==> src/rtl/div_seq_nat_int_pkg.sv <==
// Shared types for the sequential restoring divider.
package div_seq_nat_int_pkg;

    // Controller states; S_ITER runs exactly N cycles, so latency is fixed.
    typedef enum logic [2:0] {
        S_IDLE = 3'd0,
        S_PREP = 3'd1,
        S_ITER = 3'd2,
        S_FIX  = 3'd3,
        S_DONE = 3'd4
    } state_e;

endpackage

==> src/rtl/div_seq_nat_int_if.sv <==
// Start/finish handshake plus operand and result bus of the divider.
interface div_seq_nat_int_if #(parameter int N = 8);
    logic         soc;
    logic         sgn;
    logic [N-1:0] x;
    logic [N-1:0] y;
    logic         eoc;
    logic [N-1:0] q;
    logic [N-1:0] r;
    logic         dbz;
    logic         ovf;

    modport master (output soc, sgn, x, y, input eoc, q, r, dbz, ovf);
    modport slave  (input soc, sgn, x, y, output eoc, q, r, dbz, ovf);
endinterface

==> src/rtl/div_seq_nat_int_step.sv <==
// One restoring division step: shift in the next dividend bit, trial
// subtract the divisor magnitude, keep the difference if it is non-negative.
module div_seq_nat_int_step #(parameter int N = 8) (
    input  logic [N:0]   p,
    input  logic         a_msb,
    input  logic [N-1:0] ym,
    output logic [N:0]   p_nxt,
    output logic         qbit
);
    logic [N+1:0] sh;
    logic [N+1:0] t;

    // One extra bit on the trial difference so its sign is always exact.
    always_comb begin
        sh    = {p, a_msb};
        t     = sh - {2'b00, ym};
        qbit  = ~t[N+1];
        p_nxt = qbit ? t[N:0] : sh[N:0];
    end
endmodule

==> src/rtl/div_seq_nat_int.sv <==
// Sequential restoring divider, natural or two's-complement operands,
// one quotient bit per clock, soc/eoc handshake, registered results.
module div_seq_nat_int
    import div_seq_nat_int_pkg::*;
#(
    parameter int N = 8
) (
    input logic              clock,
    input logic              reset_,
    div_seq_nat_int_if.slave bus
);
    localparam int           CW   = $clog2(N);
    localparam logic [N-1:0] MINV = {1'b1, {(N-1){1'b0}}};

    function automatic logic [N-1:0] neg(input logic [N-1:0] v);
        return ~v + {{(N-1){1'b0}}, 1'b1};
    endfunction

    state_e        state_q, state_d;
    logic [CW-1:0] cnt_q, cnt_d;
    logic [N-1:0]  x_q, x_d, y_q, y_d;
    logic          sgn_q, sgn_d;
    logic [N-1:0]  a_q, a_d, ym_q, ym_d;
    logic [N:0]    p_q, p_d;
    logic          qneg_q, qneg_d, rneg_q, rneg_d;
    logic          dbz_i_q, dbz_i_d, ovf_i_q, ovf_i_d;
    logic [N-1:0]  q_q, q_d, r_q, r_d;
    logic          dbz_q, dbz_d, ovf_q, ovf_d, eoc_q, eoc_d;
    logic [N:0]    p_nxt;
    logic          qbit;

    div_seq_nat_int_step #(.N(N)) u_step (
        .p     (p_q),
        .a_msb (a_q[N-1]),
        .ym    (ym_q),
        .p_nxt (p_nxt),
        .qbit  (qbit)
    );

    // Next-state and datapath updates for the handshake controller.
    always_comb begin
        state_d = state_q;
        cnt_d   = cnt_q;
        x_d     = x_q;
        y_d     = y_q;
        sgn_d   = sgn_q;
        a_d     = a_q;
        ym_d    = ym_q;
        p_d     = p_q;
        qneg_d  = qneg_q;
        rneg_d  = rneg_q;
        dbz_i_d = dbz_i_q;
        ovf_i_d = ovf_i_q;
        q_d     = q_q;
        r_d     = r_q;
        dbz_d   = dbz_q;
        ovf_d   = ovf_q;
        eoc_d   = eoc_q;
        case (state_q)
            S_IDLE: begin
                eoc_d = 1'b1;
                if (bus.soc) begin
                    x_d     = bus.x;
                    y_d     = bus.y;
                    sgn_d   = bus.sgn;
                    eoc_d   = 1'b0;
                    state_d = S_PREP;
                end
            end
            S_PREP: begin
                qneg_d  = sgn_q & (x_q[N-1] ^ y_q[N-1]);
                rneg_d  = sgn_q & x_q[N-1];
                a_d     = (sgn_q && x_q[N-1]) ? neg(x_q) : x_q;
                ym_d    = (sgn_q && y_q[N-1]) ? neg(y_q) : y_q;
                dbz_i_d = (y_q == '0);
                ovf_i_d = sgn_q && (x_q == MINV) && (y_q == '1);
                p_d     = '0;
                cnt_d   = CW'(N - 1);
                state_d = S_ITER;
            end
            S_ITER: begin
                p_d = p_nxt;
                a_d = {a_q[N-2:0], qbit};
                if (cnt_q == '0) state_d = S_FIX;
                else             cnt_d   = cnt_q - CW'(1);
            end
            S_FIX: begin
                // Overrides take priority; zero divisor wins over overflow.
                if (dbz_i_q) begin
                    q_d = '1;
                    r_d = x_q;
                end else if (ovf_i_q) begin
                    q_d = MINV;
                    r_d = '0;
                end else begin
                    q_d = qneg_q ? neg(a_q) : a_q;
                    r_d = rneg_q ? neg(p_q[N-1:0]) : p_q[N-1:0];
                end
                dbz_d   = dbz_i_q;
                ovf_d   = ovf_i_q & ~dbz_i_q;
                eoc_d   = 1'b1;
                state_d = S_DONE;
            end
            S_DONE: begin
                eoc_d = 1'b1;
                if (!bus.soc) state_d = S_IDLE;
            end
            default: state_d = S_IDLE;
        endcase
    end

    // State and datapath registers; reset aborts any operation in flight.
    always_ff @(posedge clock or negedge reset_) begin
        if (!reset_) begin
            state_q <= S_IDLE;
            cnt_q   <= '0;
            x_q     <= '0;
            y_q     <= '0;
            sgn_q   <= 1'b0;
            a_q     <= '0;
            ym_q    <= '0;
            p_q     <= '0;
            qneg_q  <= 1'b0;
            rneg_q  <= 1'b0;
            dbz_i_q <= 1'b0;
            ovf_i_q <= 1'b0;
            q_q     <= '0;
            r_q     <= '0;
            dbz_q   <= 1'b0;
            ovf_q   <= 1'b0;
            eoc_q   <= 1'b1;
        end else begin
            state_q <= state_d;
            cnt_q   <= cnt_d;
            x_q     <= x_d;
            y_q     <= y_d;
            sgn_q   <= sgn_d;
            a_q     <= a_d;
            ym_q    <= ym_d;
            p_q     <= p_d;
            qneg_q  <= qneg_d;
            rneg_q  <= rneg_d;
            dbz_i_q <= dbz_i_d;
            ovf_i_q <= ovf_i_d;
            q_q     <= q_d;
            r_q     <= r_d;
            dbz_q   <= dbz_d;
            ovf_q   <= ovf_d;
            eoc_q   <= eoc_d;
        end
    end

    assign bus.eoc = eoc_q;
    assign bus.q   = q_q;
    assign bus.r   = r_q;
    assign bus.dbz = dbz_q;
    assign bus.ovf = ovf_q;
endmodule

==> src/flat_wrapper.sv <==
// flat-port wrapper written by rule: the top's interface ports become plain ports
module div_seq_nat_int_flat import div_seq_nat_int_pkg::*;
#(
    parameter int N = 8
)
  (clock, reset_, bus_soc, bus_sgn, bus_x, bus_y, bus_eoc, bus_q, bus_r, bus_dbz, bus_ovf);
  div_seq_nat_int_if #(.N(N)) bus_i ();
  input logic clock;
  input logic reset_;
  input wire logic [$bits(bus_i.soc)-1:0] bus_soc;
  input wire logic [$bits(bus_i.sgn)-1:0] bus_sgn;
  input wire logic [$bits(bus_i.x)-1:0] bus_x;
  input wire logic [$bits(bus_i.y)-1:0] bus_y;
  output wire logic [$bits(bus_i.eoc)-1:0] bus_eoc;
  output wire logic [$bits(bus_i.q)-1:0] bus_q;
  output wire logic [$bits(bus_i.r)-1:0] bus_r;
  output wire logic [$bits(bus_i.dbz)-1:0] bus_dbz;
  output wire logic [$bits(bus_i.ovf)-1:0] bus_ovf;
  assign bus_i.soc = bus_soc;
  assign bus_i.sgn = bus_sgn;
  assign bus_i.x = bus_x;
  assign bus_i.y = bus_y;
  assign bus_eoc = bus_i.eoc;
  assign bus_q = bus_i.q;
  assign bus_r = bus_i.r;
  assign bus_dbz = bus_i.dbz;
  assign bus_ovf = bus_i.ovf;
  div_seq_nat_int #(.N(N)) u_core (.clock(clock), .reset_(reset_), .bus(bus_i));
endmodule
==> config.mk <==
export PLATFORM = sky130hd
export DESIGN_NAME = div_seq_nat_int_flat
export DESIGN_NICKNAME = d
export VERILOG_FILES = /design/src/rtl/div_seq_nat_int_pkg.sv /design/src/rtl/div_seq_nat_int_if.sv /design/src/rtl/div_seq_nat_int_step.sv /design/src/rtl/div_seq_nat_int.sv /design/src/flat_wrapper.sv
export SDC_FILE = /design/constraint.sdc
export NUM_CORES = 1
export LEC_CHECK = 0
export CAP_MARGIN = 40
export CORE_MARGIN = 2
export CORE_UTILIZATION = 55
export DETAILED_ROUTE_END_ITERATION = 7
export HOLD_SLACK_MARGIN = 0.1
export PLACE_DENSITY_LB_ADDON = 0.08
export SYNTH_ARGS = -nofsm -noshare
export SYNTH_HDL_FRONTEND = slang
export SYNTH_HIERARCHICAL = 1
export SYNTH_SLANG_ARGS = --single-unit
==> constraint.sdc <==
create_clock -name clock -period 6.3 [get_ports clock]
set_clock_uncertainty 0.1 [all_clocks]
set_input_delay 1.575 -clock clock [delete_from_list [all_inputs] [get_ports clock]]
set_output_delay 1.575 -clock clock [all_outputs]
set_load 0.05 [all_outputs]
==> summary by stage <==
Synthesis
The top flip-flop cell by instance count after synthesis is dfrtp_1. After Yosys synthesis, and, or, nand and nor cells account for 14.1% of the synthesized area. Counting every instance in the synthesized netlist gives 447. In the post-synthesis netlist, the biggest area contributors are dfrtp_1, xnor2_1, ha_1. The number of nets handed over by synthesis was 483. The post-synthesis cell type count is 61. The share of cell area taken by muxes after synthesis is 5.43%. By count the netlist is led by dfrtp_1, nand2_1, o21ai_0. The most repeated cell in the gate-level netlist after synthesis is dfrtp_1.

The cell area that synthesis handed to floorplanning was 4220 sq um. The xor/xnor share of the synthesized area is 5.61%. In the synthesized netlist the async set-or-reset flop fraction comes to 100%. The synthesized netlist devotes 22.1% of its cell area to compound gates. After synthesis, the largest family of logic cells by area is compound AO/OA/AOI/OAI gates. The synthesized design contains 71 register bits. The Yosys step of the flow raised 6 warnings. The post-synthesis share of cell area spent on full adders, half adders and majority gates is 4.93%. Summing the sequential cell areas from Yosys gives 42.2% of the chip area. The dominant cell type by area after synthesis is dfrtp_1.

Summed over its instances, the top area cell type makes up 41.5% of the synthesized netlist area. Each instance of the synthesized netlist takes up on average 9.43 sq um. The synthesized design contains 0 enable-type register cells.

Routing
The final layout contains routed wiring with a total length of 9480 microns. The first-iteration detailed-routing DRC count is 231. The total vias in the final route is 3,364. The total DRC errors in the routed layout is 0. After detailed routing, the average wire length per cell comes to 16.3 microns. The count of antenna-violating nets left after detailed routing is 0. The pre-antenna-repair detailed-routing pass consisted of 4 iterations.

Using the TritonRoute via totals, the vias-per-cell ratio works out to 5.78.

Floorplanning
The number of ports placed on the die boundary is 39. The die is 91.6 microns tall. The chip width is 91.6 microns. The floorplan has 31 rows.

The die covers 8380 sq um. The core footprint is 7330 sq um. For this configuration, the core starts out at a cell density of 57.5%.

Finish
Of the cells placed in the final design, the portion with a size suffix greater than 1 is 9.94%. The number of nets at the end of the flow is 514. The repair_antennas step left the layout with diodes totalling 0. The area growth from synthesis to layout is 15.5%.

Power and ir drop
The internal portion of the total power is 0.00164 W. The power spent charging and discharging nets is 0.00131 W. The power share of the sequential group is 31.1%. The clock power share is 15.6%. The switching fraction of total power is 44.5%.

The worst-case IR drop observed on VDD is 339 uV. The power density of the placed cells is 606 nW/um^2. Summed over all cells, the static leakage comes to 2.10 nW.

The fraction of power consumed by combinational cells is 53.3%.

Critical path
The largest delay contributor family on the critical path is buffers and inverters. Together, buffers and inverters on the worst path number 1. In this design, the stage delay of the slowest critical-path cell is 0.80 ns.

The launching element type of the critical path is a register. The largest fanout on the critical path is 2. Data on the critical path is required at its endpoint by 4.62 ns. At the worst endpoint, the arrival time is 1.68 ns. For this design, the slowest cell found on the critical path is clkdlybuf4s50_1.

The signal on the critical path passes through clkdlybuf4s50_1. The critical path is of the register to primary output type. STA classifies the critical path endpoint as a primary output.

Clock network
CTS placed an instance of clkbuf_8 at the clock tree root. After clock tree synthesis, the repair step resized 0 gates. The clock latency of the later-clocked register in the worst-skew pair is 0.35 ns. The number of levels in the clock H-tree is 3.

TritonCTS created 9 clock buffers. The longest clock path from root to sink contains 2 buffers. The TritonCTS sink count is 71. TritonCTS built the clock tree. Buffers inserted to repair hold after CTS numbered 0. The clock-pin slew of the registers on the worst-case setup and hold paths is 0.09 ns. After clock tree synthesis, the setup repair step added 0 buffers.

STA
Across all hold checks on the routed design, the worst slack comes to 0.381 ns. The maximum clock frequency is 298 MHz. Adding up every negative setup slack in the final design gives 0 ns. The count of final hold-check violations is 0. The time the worst path needs with I/O delays and setup is 3.35 ns. The final number of setup-violating endpoints is 0. The ratio of final minimum period to clock period is 53.2%. The transition time of the tightest slew-check pin is 0.895 ns.

The max-slew headroom at the worst pin is 40.1%. The number of pins exceeding their max-slew limit in the final report is 0. Setup repair after global routing left no endpoint under its margin.

Placement
The half-perimeter wire length of the detailed placement result is 6780 microns. Routability-driven placement finished with a final weighted congestion of 0.840. In this run the tool buffered the top-level ports with 38 buffer cells.

Worst hold path
In this run the worst hold path is classified as register to register.

Global routing
The first global-routing pass estimated 16,100 microns of wire. The number of global-route vias before repair came to 3,305. Global routing finished with a remaining overflow of 0. The global-route usage over all layers is 24.0%. The largest net degree at the start of global routing is 51. The number of antenna violations at the first check in global routing was 0.

Flow run
The tool flagged a number of max-cap violations equal to 0.

Run status
The run finished with clean final reports.
[metal layers]
layer / up-vias / part of all wire (%) / global-route usage [%]
li1: 1657 / - / -
met4: 0 / 1.0 / 6.94
met1: 1595 / 48 / 34.6
met5: - / 0 / 0
met3: 10 / 6.5 / 4.56
met2: 102 / 45 / 36.9
[stage by stage]
step / cell area (sq um) / instances / total power (W) / utilization (%) / setup slack [ns]
floorplan: 4220 / 447 / 0.00212 / - / 3.43
global placement: 4600 / 565 / 0.00243 / 62.8 / 2.91
detailed placement: 4620 / 566 / 0.00248 / 63.0 / 2.87
CTS: 4870 / 582 / 0.00295 / 66.5 / 2.94
global route: 4870 / 582 / 0.00319 / 66.5 / 2.92
finish: 4870 / 582 / 0.00295 / 66.5 / 2.95
[power groups by stage]
stage               sequential, W  clock [W]  combinational, W
floorplan                0.000994          0           0.00112
global placement         0.000910          0           0.00152
detailed placement       0.000922          0           0.00156
CTS                      0.000912   0.000465           0.00157
global route             0.000949   0.000488           0.00175
finish                   0.000918   0.000461           0.00158
[worst paths after layout]
| path | from | depth (start not counted) | to | slack, ns |
|---|---|---|---|---|
| max | u_core/bus.eoc | 1 | bus_eoc | 2.95 |
| min | u_core/bus.dbz | 1 | u_core/bus.dbz | 0.38 |
| max reg2reg | u_core/p_q[2] | 8 | u_core/p_q[2] | 3.13 |
| min reg2reg | u_core/bus.dbz | 1 | u_core/bus.dbz | 0.38 |
| max in group asynchronous | reset_ | 2 | u_core/ym_q[5] | 4.00 |
| min in group asynchronous | reset_ | 1 | u_core/bus.r[2] | 1.08 |
[final cells by class]
type                            count  area [sq um]
Inverter                           30           113
Fill cell                         588          2460
Sequential cell                    71          1780
Multi-Input combinational cell    325          2200
Timing Repair Buffer               41           405
Clock inverter                      6           115
Tap cell                           99           124
Clock buffer                       10           138
[cells in the final DEF, fill, tap and decap left out, drive strengths merged, types with 3 or more instances in the layout]
cell type and n:
dfrtp 70, nand2 45, o21ai 39, clkdlybuf4s50 37, nor2 34, inv 31, a21oi 27, xnor2 25
a22o 18, mux2 15, ha 15, nand2b 13, clkbuf 10, nor3 8, o22ai 8, o31ai 7
mux2i 6, a22oi 5, nand3 5, a221oi 5, a21boi 4, buf 4, bufinv 3, and3 3
nor4 3, o22a 3, and2 3, or4 3
[cells by family (layout without fill, tap and decap cells)]
| kind of cell | count (synthesis) | after routing |
|---|---|---|
| DFF | 71 | 71 |
| buffers and inverters | 51 | 87 |
| muxes | 21 | 21 |
| xor gates and xnor gates | 27 | 27 |
| adders and majority gates | 16 | 16 |
| and+or+nand+nor | 126 | 126 |
| AOI/OAI and AO/OA | 135 | 135 |
[worst register-to-register path, delay by kind of cell (launching register included)]
| kind | cells | cell delay, ns |
|---|---|---|
| AOI/OAI and AO/OA | 6 | 1.67 |
| adders and majority gates | 1 | 0.41 |
| DFF | 1 | 0.50 |
| muxes | 1 | 0.39 |
[flip-flops by register name, summed over array words and instances, names as in the netlist]
name / count
u_core/a_q: 8
u_core/bus.dbz: 1
u_core/bus.eoc: 1
u_core/bus.ovf: 1
u_core/bus.q: 8
u_core/bus.r: 8
u_core/cnt_q: 3
u_core/dbz_i_q: 1
u_core/ovf_i_q: 1
u_core/p_q: 9
u_core/qneg_q: 1
u_core/rneg_q: 1
u_core/sgn_q: 1
u_core/state_q: 3
u_core/x_q: 8
u_core/y_q: 8
u_core/ym_q: 8
Power figures use the tool's default switching activity.
